===== src/rtl/mem_ctrl_pkg.sv =====
// mem_ctrl_pkg -- shared defines for the memory controller.
// Holds the FSM state encoding, the LSB size codes, the IO address-range
// tag and small helpers used to decode sizes, IO addresses and byte lanes.
package mem_ctrl_pkg;

  // Controller states: idle, instruction fetch read, load read, store write.
  typedef enum logic [1:0] {
    ST_IDLE  = 2'd0,
    ST_IF_RD = 2'd1,
    ST_LS_RD = 2'd2,
    ST_LS_WR = 2'd3
  } state_t;

  // LSB_size codes (byte counts).
  localparam logic [2:0] SZ_BYTE = 3'd1;
  localparam logic [2:0] SZ_HALF = 3'd2;
  localparam logic [2:0] SZ_WORD = 3'd4;

  // Instruction fetches are always one full word.
  localparam logic [2:0] IF_BYTES = 3'd4;

  // Address bits [17:16] equal to this value select the UART/IO range.
  localparam logic [1:0] IO_RANGE = 2'b11;

  // Byte count of a transfer; an unknown code degrades to a single byte.
  function automatic logic [2:0] size_bytes(input logic [2:0] sz);
    logic [2:0] n;
    case (sz)
      SZ_BYTE: n = 3'd1;
      SZ_HALF: n = 3'd2;
      SZ_WORD: n = 3'd4;
      default: n = 3'd1;
    endcase
    return n;
  endfunction

  // True when the upper tag bits of an address fall in the IO range.
  function automatic logic is_io(input logic [1:0] a_hi);
    return (a_hi == IO_RANGE);
  endfunction

  // Byte lane idx of a little-endian word.
  function automatic logic [7:0] byte_sel(input logic [31:0] w, input logic [1:0] idx);
    logic [7:0] b;
    case (idx)
      2'd0:    b = w[7:0];
      2'd1:    b = w[15:8];
      2'd2:    b = w[23:16];
      2'd3:    b = w[31:24];
      default: b = 8'd0;
    endcase
    return b;
  endfunction

endpackage


===== src/rtl/mem_ctrl.sv =====
// mem_ctrl -- byte-serial RAM controller arbitrating instruction fetch (IF)
// and load/store (LSB) requests onto an 8-bit RAM port.
// Ports:
//   clk, rst          clock, synchronous active-high reset
//   rdy               global enable; low freezes all state and outputs
//   clr               rollback flush (aborts reads, stores complete)
//   IF_req/IF_addr    fetch request (always 4 bytes) -> IF_done/IF_data
//   LSB_req/LSB_wr/LSB_addr/LSB_size/LSB_wdata
//                     load/store request -> LSB_done/LSB_rdata
//   mem_din           RAM read byte, valid one cycle after its address
//   mem_dout/mem_a/mem_wr  RAM write byte, byte address, write strobe
//   io_buffer_full    UART buffer full; stalls stores to the IO range
module mem_ctrl
  import mem_ctrl_pkg::*;
(
  input  logic        clk,
  input  logic        rst,
  input  logic        rdy,
  input  logic        clr,
  input  logic        IF_req,
  input  logic [31:0] IF_addr,
  output logic        IF_done,
  output logic [31:0] IF_data,
  input  logic        LSB_req,
  input  logic        LSB_wr,
  input  logic [31:0] LSB_addr,
  input  logic [2:0]  LSB_size,
  input  logic [31:0] LSB_wdata,
  output logic        LSB_done,
  output logic [31:0] LSB_rdata,
  input  logic [7:0]  mem_din,
  output logic [7:0]  mem_dout,
  output logic [31:0] mem_a,
  output logic        mem_wr,
  input  logic        io_buffer_full
);

  state_t      r_state;
  logic [2:0]  r_cnt;
  logic [2:0]  r_n;
  logic [31:0] r_addr;
  logic [31:0] r_wdata;
  logic [31:0] r_buf;
  logic        r_last_lsb;
  logic        r_if_done;
  logic        r_lsb_done;
  logic [31:0] r_if_data;
  logic [31:0] r_lsb_rdata;
  logic [31:0] r_mem_a;
  logic [7:0]  r_mem_dout;
  logic        r_mem_wr;

  logic        w_if_pend;
  logic        w_lsb_pend;
  logic        w_grant_lsb;
  logic        w_grant_if;
  logic [2:0]  w_lsb_n;
  logic        w_grant_hold;
  logic [2:0]  w_wr_next;
  logic [31:0] w_wr_addr;
  logic        w_wr_hold;
  logic [31:0] w_rd_addr;
  logic        w_rd_more;
  logic [1:0]  w_rd_idx;
  logic [31:0] w_rd_merged;

  // A requester whose done pulse is showing is masked so it is not granted twice.
  assign w_if_pend   = IF_req & ~r_if_done;
  assign w_lsb_pend  = LSB_req & ~r_lsb_done;
  // Round-robin on a tie: LSB wins unless it was the last one granted.
  assign w_grant_lsb = w_lsb_pend & (~w_if_pend | ~r_last_lsb);
  assign w_grant_if  = w_if_pend & ~w_grant_lsb;
  assign w_lsb_n     = size_bytes(LSB_size);
  assign w_grant_hold = is_io(LSB_addr[17:16]) & io_buffer_full;

  // Store path: the counter advances only past a byte that was really written.
  assign w_wr_next = r_cnt + {2'd0, r_mem_wr};
  assign w_wr_addr = r_addr + {29'd0, w_wr_next};
  assign w_wr_hold = is_io(w_wr_addr[17:16]) & io_buffer_full;

  // Read path: r_cnt is the byte addressed in the current cycle; the byte
  // returning on mem_din now belongs to the previous address.
  assign w_rd_addr = r_addr + {29'd0, r_cnt} + 32'd1;
  assign w_rd_more = ((r_cnt + 3'd1) < r_n);
  assign w_rd_idx  = r_cnt[1:0] - 2'd1;

  // Merge the returning byte into its little-endian lane of the read buffer.
  always_comb begin
    w_rd_merged = r_buf;
    case (w_rd_idx)
      2'd0:    w_rd_merged[7:0]   = mem_din;
      2'd1:    w_rd_merged[15:8]  = mem_din;
      2'd2:    w_rd_merged[23:16] = mem_din;
      2'd3:    w_rd_merged[31:24] = mem_din;
      default: w_rd_merged = r_buf;
    endcase
  end

  // Main FSM: arbitration, byte sequencing, done pulses and registered RAM port.
  always_ff @(posedge clk) begin
    if (rst) begin
      r_state     <= ST_IDLE;
      r_cnt       <= 3'd0;
      r_n         <= 3'd0;
      r_addr      <= 32'd0;
      r_wdata     <= 32'd0;
      r_buf       <= 32'd0;
      r_last_lsb  <= 1'b0;
      r_if_done   <= 1'b0;
      r_lsb_done  <= 1'b0;
      r_if_data   <= 32'd0;
      r_lsb_rdata <= 32'd0;
      r_mem_a     <= 32'd0;
      r_mem_dout  <= 8'd0;
      r_mem_wr    <= 1'b0;
    end else if (rdy) begin
      r_if_done  <= 1'b0;
      r_lsb_done <= 1'b0;
      case (r_state)
        ST_IDLE: begin
          r_mem_a    <= 32'd0;
          r_mem_dout <= 8'd0;
          r_mem_wr   <= 1'b0;
          r_cnt      <= 3'd0;
          if (!clr && w_grant_lsb) begin
            r_last_lsb <= 1'b1;
            r_addr     <= LSB_addr;
            r_wdata    <= LSB_wdata;
            r_n        <= w_lsb_n;
            r_buf      <= 32'd0;
            r_mem_a    <= LSB_addr;
            if (LSB_wr) begin
              r_state    <= ST_LS_WR;
              r_mem_dout <= LSB_wdata[7:0];
              r_mem_wr   <= ~w_grant_hold;
            end else begin
              r_state <= ST_LS_RD;
            end
          end else if (!clr && w_grant_if) begin
            r_last_lsb <= 1'b0;
            r_addr     <= IF_addr;
            r_n        <= IF_BYTES;
            r_buf      <= 32'd0;
            r_mem_a    <= IF_addr;
            r_state    <= ST_IF_RD;
          end
        end
        ST_IF_RD, ST_LS_RD: begin
          if (clr) begin
            // Abort silently; the partial buffer never reaches the outputs.
            r_state <= ST_IDLE;
            r_cnt   <= 3'd0;
            r_mem_a <= 32'd0;
          end else if (r_cnt == r_n) begin
            r_state <= ST_IDLE;
            r_cnt   <= 3'd0;
            r_mem_a <= 32'd0;
            if (r_state == ST_IF_RD) begin
              r_if_done <= 1'b1;
              r_if_data <= w_rd_merged;
            end else begin
              r_lsb_done  <= 1'b1;
              r_lsb_rdata <= w_rd_merged;
            end
          end else begin
            if (r_cnt != 3'd0) begin
              r_buf <= w_rd_merged;
            end
            r_cnt   <= r_cnt + 3'd1;
            r_mem_a <= w_rd_more ? w_rd_addr : 32'd0;
          end
        end
        ST_LS_WR: begin
          // Stores ignore clr: the data is already committed.
          if (w_wr_next == r_n) begin
            r_state    <= ST_IDLE;
            r_cnt      <= 3'd0;
            r_lsb_done <= 1'b1;
            r_mem_a    <= 32'd0;
            r_mem_dout <= 8'd0;
            r_mem_wr   <= 1'b0;
          end else begin
            r_cnt      <= w_wr_next;
            r_mem_a    <= w_wr_addr;
            r_mem_dout <= byte_sel(r_wdata, w_wr_next[1:0]);
            r_mem_wr   <= ~w_wr_hold;
          end
        end
        default: begin
          r_state <= ST_IDLE;
        end
      endcase
    end
  end

  assign IF_done   = r_if_done;
  assign IF_data   = r_if_data;
  assign LSB_done  = r_lsb_done;
  assign LSB_rdata = r_lsb_rdata;
  assign mem_a     = r_mem_a;
  assign mem_dout  = r_mem_dout;
  assign mem_wr    = r_mem_wr;

endmodule


===== config.mk =====
export PLATFORM = sky130hd
export DESIGN_NAME = mem_ctrl
export DESIGN_NICKNAME = d
export VERILOG_FILES = /design/src/rtl/mem_ctrl_pkg.sv /design/src/rtl/mem_ctrl.sv
export SDC_FILE = /design/constraint.sdc
export NUM_CORES = 1
export LEC_CHECK = 0
export CAP_MARGIN = 20
export CORE_ASPECT_RATIO = 0.5
export CORE_MARGIN = 5
export CORE_UTILIZATION = 46
export CTS_CLUSTER_SIZE = 16
export DETAILED_ROUTE_END_ITERATION = 8
export PLACE_DENSITY_LB_ADDON = 0.2
export SYNTH_ARGS = -nofsm -noshare
export SYNTH_HDL_FRONTEND = slang
export SYNTH_SLANG_ARGS = --single-unit

===== constraint.sdc =====
create_clock -name clk -period 6.5 [get_ports clk]
set_input_delay 1.3 -clock clk [delete_from_list [all_inputs] [get_ports clk]]
set_output_delay 1.3 -clock clk [all_outputs]
set_load 0.005 [all_outputs]

==> results by group <==
Timing
  – Hold violation total from the final report: 0
  – Highest attainable clock frequency: 235 MHz
  – Least-Margin Pin Slew: 1.13 ns
  – Fin crit share: 65.6%
  – Max-slew violation total from the final report: 0
  – Final critical delay including setup and external delays: 4.26 ns
  – Unrepaired setup endpoints after global routing: false
  – Number of endpoints failing setup at the final stage: 0
  – Worst slew margin relative to its limit: 24.6%
  – Summed negative setup slack over all endpoints: 0 ns
  – Largest clock skew in the final design: 0.0145 ns

Finish
  – Final Util: 60.8%
  – Number of nets in the finished design: 1519
  – Number of fillers in the final layout: 1927
  – P&R area growth vs syn: 29.6%
  – Final cell count without fillers: 1696
  – Fraction of layout instances using a drive strength above 1: 5.37%
  – Number of inserted diodes: 0

Power and ir drop
  – Worst voltage drop across the vdd grid: 0.000168 V
  – Leakage: 4.48 nW
  – Power density normalized to cell area: 223 nW/um^2

Drt
  – Wire length after detailed routing: 33600 microns
  – Average vias per placed instance: 5.94
  – Post-detailed-route count of antenna-violating nets: 0
  – Via count of the routed design: 10100
  – Number of design rule violations left after detail routing: 0
  – Iteration-0 DRC Markers: 1023
  – Total iterations of the first detailed-routing run: 5
  – Drt wl/cell: 19.8 microns

Floorplanning
  – Chip Width: 220 microns
  – Row cnt: 38
  – IO Count: 222
  – Area inside the core boundary: 21700 sq um
  – Die span in y: 115 microns
  – Starting density of the core: 46.9%
  – Die Footprint: 25400 sq um

CTS
  – Setup bufs post-CTS: 0
  – Max Buffers Root-to-Sink: 3
  – Number of sinks handled by clock tree synthesis: 212
  – Count of hold buffers inserted by post-cts repair: 0
  – Clock transition time at the flip-flop clock pins of the worst setup and hold paths: 0.07 ns
  – Clock tree from TritonCTS: done
  – Number of H-tree levels: 1
  – Cells resized by post-CTS repair: 0
  – Clk_lat worst skew: 0.52 ns
  – Total CTS buffers: 20
  – Clock root buffer: sky130_fd_sc_hd__clkbuf_16

Placed design
  – HPWL after DPL: 23500 microns
  – Weighted congestion reported at the end of routability-driven placement: 0.926
  – Number of I/O port buffers: 221
  – Post-placement cell count: 1657

GRT
  – Global-route wire length before repair: 53300 microns
  – Via count of the first global-routing pass: 9734
  – Remaining global-route overflow: 0
  – Initial antenna violation count: 0
  – Pin count of the biggest net entering global routing: 110
  – Global-route usage over all layers: 25.7%

Worst setup path
  – CP bufs+invs: 3
  – Family with the most delay on the worst path: buffers and inverters
  – Required time of the critical path: 6.92 ns
  – Register-to-register setup slack: 2.67 ns
  – Crit-path cells: clkdlybuf4s50_1 -> clkinv_1 -> nor2_1 -> o21ai_2 -> buf_4 -> a21oi_1 -> a21oi_1 -> o32ai_1
  – Worst-path cell with the longest stage delay: sky130_fd_sc_hd__clkdlybuf4s50_1
  – Startpoint type of the worst setup path: primary input
  – Capturing element type of the critical path: flip-flop
  – Largest driver fanout on the critical path: 21
  – Slowest Stage Delay on Critical Path: 0.80 ns
  – Kind of critical path: in -> reg
  – Arrival @ worst endpoint: 4.69 ns
  – Crit path top cell by count: sky130_fd_sc_hd__a21oi_1

Yosys
  – List of most frequent post-synthesis cells: sky130_fd_sc_hd__dfxtp_1, sky130_fd_sc_hd__nor2_1, sky130_fd_sc_hd__nand2_1
  – Share of async-settable or async-resettable flops after synthesis: 0%
  – Total nets after synthesis: 1362
  – Main flop type after synthesis: sky130_fd_sc_hd__dfxtp_1
  – Main area contributors after synthesis: sky130_fd_sc_hd__dfxtp_1, sky130_fd_sc_hd__nor2_1, sky130_fd_sc_hd__a211oi_1
  – Yosys top cell by area: sky130_fd_sc_hd__dfxtp_1
  – Count of flip-flops with a built-in enable after synthesis: 0
  – Warnings, synthesis: 0
  – Cell variety after synth: 70
  – Register area share after synthesis: 41.7%
  – Share of the synthesized area in the top cell type: 41.7%
  – Synthesized flop and latch total: 212
  – Synthesized instance count: 1225
  – Syn avg cell area: 8.32 sq um
  – Synthesized area: 10200 sq um
  – Leading cell type by number of instances after synthesis: sky130_fd_sc_hd__dfxtp_1

Hold path
  – Hold Path Class: reg -> reg

Run status
  – Run status: completed

Flow run
  – Max-cap violation count: 0
==> metal layers <==
| metal | share of wire, % | global-route usage [%] | wire length [microns] |
|---|---|---|---|
| met5 | 0 | 0 | 0 |
| met1 | 45 | 36.4 | 15000 |
| met2 | 47 | 42.1 | 15600 |
| met4 | 1.5 | 4.82 | 504 |
| met3 | 7.5 | 4.47 | 2510 |
==> worst register-to-register path: cells and delay by family (launching register included) <==
family,cells,cell delay [ns]
compound gates,4,1.22
fa+ha+maj,2,0.92
simple gates,1,0.74
flops,1,0.57
xor+xnor,1,0.27
==> cell type report <==
type	count	area [sq um]	share of cell area [%]
Clock buffer	31	602	4.56
Timing Repair Buffer	240	2400	18.1
Inverter	17	63.8	0.483
Sequential cell	212	4240	32.1
Tap cell	300	375	2.84
Clock inverter	5	36.3	0.275
Multi-Input combinational cell	891	5490	41.6
==> placed cells by master, fill, tap and decap left out, types with 4 or more instances in the layout <==
cell,netlist,layout
sky130_fd_sc_hd__a211oi_1,81,80
sky130_fd_sc_hd__a21oi_1,113,113
sky130_fd_sc_hd__a22o_1,4,4
sky130_fd_sc_hd__a22oi_1,70,70
sky130_fd_sc_hd__a31oi_1,13,13
sky130_fd_sc_hd__a32o_1,5,5
sky130_fd_sc_hd__a32oi_1,8,8
sky130_fd_sc_hd__and2_1,9,9
sky130_fd_sc_hd__and3_1,11,11
sky130_fd_sc_hd__and4_1,9,9
sky130_fd_sc_hd__buf_4,0,16
sky130_fd_sc_hd__clkbuf_1,88,5
sky130_fd_sc_hd__clkbuf_16,0,20
sky130_fd_sc_hd__clkbuf_8,0,6
sky130_fd_sc_hd__clkdlybuf4s50_1,0,220
sky130_fd_sc_hd__clkinv_2,0,4
sky130_fd_sc_hd__dfxtp_1,212,212
sky130_fd_sc_hd__ha_1,20,20
sky130_fd_sc_hd__inv_1,16,16
sky130_fd_sc_hd__mux2i_1,34,34
sky130_fd_sc_hd__mux4_2,8,8
sky130_fd_sc_hd__nand2_1,118,118
sky130_fd_sc_hd__nand3_1,17,17
sky130_fd_sc_hd__nand4_1,16,16
sky130_fd_sc_hd__nor2_1,201,200
sky130_fd_sc_hd__nor2b_1,5,5
sky130_fd_sc_hd__nor3_1,10,9
sky130_fd_sc_hd__nor3b_1,4,4
sky130_fd_sc_hd__nor4_1,4,4
sky130_fd_sc_hd__o211ai_1,11,11
sky130_fd_sc_hd__o21ai_0,24,24
sky130_fd_sc_hd__o21ai_1,6,5
sky130_fd_sc_hd__o22ai_1,6,6
sky130_fd_sc_hd__o2bb2ai_1,6,6
sky130_fd_sc_hd__or4_1,9,9
sky130_fd_sc_hd__xnor2_1,4,4
sky130_fd_sc_hd__xor2_1,7,7
==> metrics by stage <==
step | power [mW] | setup slack, ns | cell area, sq um | hold slack [ns]
2_1_floorplan | 1.61 | 3.64 | 10200 | 0.431
3_3_place_gp | 1.81 | 2.00 | 12500 | 0.439
3_5_place_dp | 1.82 | 1.75 | 12500 | 0.446
4_1_cts | 2.96 | 2.28 | 13100 | 0.456
5_1_grt | 3.07 | 1.96 | 13200 | 0.476
6_report | 2.95 | 2.24 | 13200 | 0.454
==> state kept, by name (all words and copies together), names as in the netlist <==
name and cells:
IF_data 32, IF_done 1, LSB_done 1, LSB_rdata 32, mem_a 32, mem_dout 8
mem_wr 1, r_addr 32, r_buf 32, r_cnt 3, r_last_lsb 1, r_n 3
r_state 2, r_wdata 32
==> cells by family after synthesis <==
group | Yosys count | share of synthesized area, %
AO/OA/AOI/OAI | 380 | 25.0
multiplexers | 43 | 5.26
buffers and inverters | 122 | 4.72
flip-flops | 212 | 41.7
adder cells (fa/ha/maj) | 22 | 2.85
AND/OR/NAND/NOR | 434 | 19.4
XOR/XNOR | 12 | 1.18
==> power by group <==
| part | switching (mW) | internal, mW |
|---|---|---|
| combinational | 0.218 | 0.191 |
| sequential | 0.0421 | 1.35 |
| clock | 0.507 | 0.640 |
==> worst paths after layout <==
kind          startpoint           to  depth (start not counted)
min          r_wdata[30]  r_wdata[30]                          2
max                  rdy    mem_a[19]                          8
max reg2reg     r_cnt[1]    mem_a[11]                          8
min reg2reg  r_wdata[30]  r_wdata[30]                          2
Note: power is estimated with default switching activity, not from simulation.
==> edit, RTL diff (same settings) <==
The 4 states of `state_t` get a Gray code encoding in 2 bits.
--- a/src/rtl/mem_ctrl_pkg.sv
+++ b/src/rtl/mem_ctrl_pkg.sv
@@ -6,8 +6,8 @@
   // Controller states: idle, instruction fetch read, load read, store write.
   typedef enum logic [1:0] {
-    ST_IDLE  = 2'd0,
-    ST_IF_RD = 2'd1,
-    ST_LS_RD = 2'd2,
-    ST_LS_WR = 2'd3
+    ST_IDLE  = 2'b00,
+    ST_IF_RD = 2'b01,
+    ST_LS_RD = 2'b11,
+    ST_LS_WR = 2'b10
   } state_t;
 
Function: same outputs for any inputs over 4 cycles, from zero or initial values and one cycle with rst high; so few cycles prove little.
==> edit against the original RTL <==
  * Final area about the same
  * Largest power group unchanged
  * Critical path type unchanged
  * Power up 5.3%
  * Wire length down 4.5%
  * Critical path depth up 1
  * Sequential cell count unchanged
  * Area after synthesis down 0.32%
  * Core utilization up 0.12 points
  * Sequential share of layout area about the same
  * Worst setup slack better by 0.60 ns
==> edit: results (changes against the original RTL) <==
Run status
  • Run status: completed

Synth
  • Adder and majority gate portion of the synthesized area: 2.365% (-0.48 points)
  • Share of synthesized area occupied by flip-flops and latches: 41.78% (+0.13 points)
  • Most common library cells after synthesis: 212 x dfxtp_1, 188 x nor2_1, 102 x nand2_1

Layout
  • Multi-Input Combinational: 867 (-2.7%)
  • Buffer share of cell area: 18.09% (-0.052 points)
  • Number of clock buffer instances in the layout: 28 (-9.7%)
  • Final net count: 1,496 (-1.5%)
  • Share of final-layout standard cells stronger than drive strength 1: 5.660% (+0.29 points)

Power and ir drop
  • Worst IR Drop VDD: 129.9 uV (-23%)
  • Comb group: 457 uW (+12%)
  • Total leakage power: 4.397 nW (-1.8%)

Floorplan
  • Core area: 21,680 um2 (-0.22%)

Placement
  • Weighted congestion reported at the end of routability-driven placement: 0.9034 (-2.4%)
  • Area after DPL: 12,470 um2 (-0.28%)
  • HPWL after detailed placement: 22.77 mm (-3.0%)
  • Pre-CTS setup slack: 2.404 ns (+0.6524 ns)

Global route
  • Met1 global-route usage: 32.40% (-4.0 points)
  • Wire length of the first global-routing pass: 50.45 mm (-5.3%)
  • Maximum number of pins on one net before global-route repair: 181 (+65%)
  • Vias in the first global route: 9,499 (-2.4%)
  • Met2 Usage GRT: 42.09% (about the same)

Critical path
  • Arrival time at the worst endpoint: 4.11 ns (-0.58 ns)
  • Maximum fanout encountered on the critical timing path: 27 (+29%)

Routing
  • Wire length after detailed routing: 32.11 mm (-4.5%)
  • Avg Vias per Cell: 5.869 (-1.1%)
  • Metal2 WL: 15.34 mm (-1.9%)

STA
  • Worst Tran Pin Value: 1.009 ns (-0.1218 ns)
  • Worst setup skew after layout: 0.01368 ns (-0.0008676 ns)

CTS
  • CTS buffer count: 21 (+5.0%)
## edit: through the flow
| stage | util, % | cells | total power [mW] |
|---|---|---|---|
| 3_5_place_dp | 57.54 | 1638 | 1.879 |
| 2_1_floorplan | - | 1212 | 1.658 |
| 6_report | 60.91 | 1678 | 3.101 |
| 3_3_place_gp | 57.54 | 1638 | 1.869 |
| 5_1_grt | 60.91 | 1678 | 3.223 |
| 4_1_cts | 60.75 | 1676 | 3.115 |
## edit: path summary, 6_finish.rpt
kind / start / end / cells past startpoint
setup / recovery: rdy / mem_a[24]$_SDFFE_PP0P_ / 9
hold / removal: mem_a[27]$_SDFFE_PP0P_ / mem_a[27]$_SDFFE_PP0P_ / 2
setup reg to reg: r_cnt[1]$_SDFFE_PP0P_ / mem_a[20]$_SDFFE_PP0P_ / 8
hold reg to reg: mem_a[27]$_SDFFE_PP0P_ / mem_a[27]$_SDFFE_PP0P_ / 2
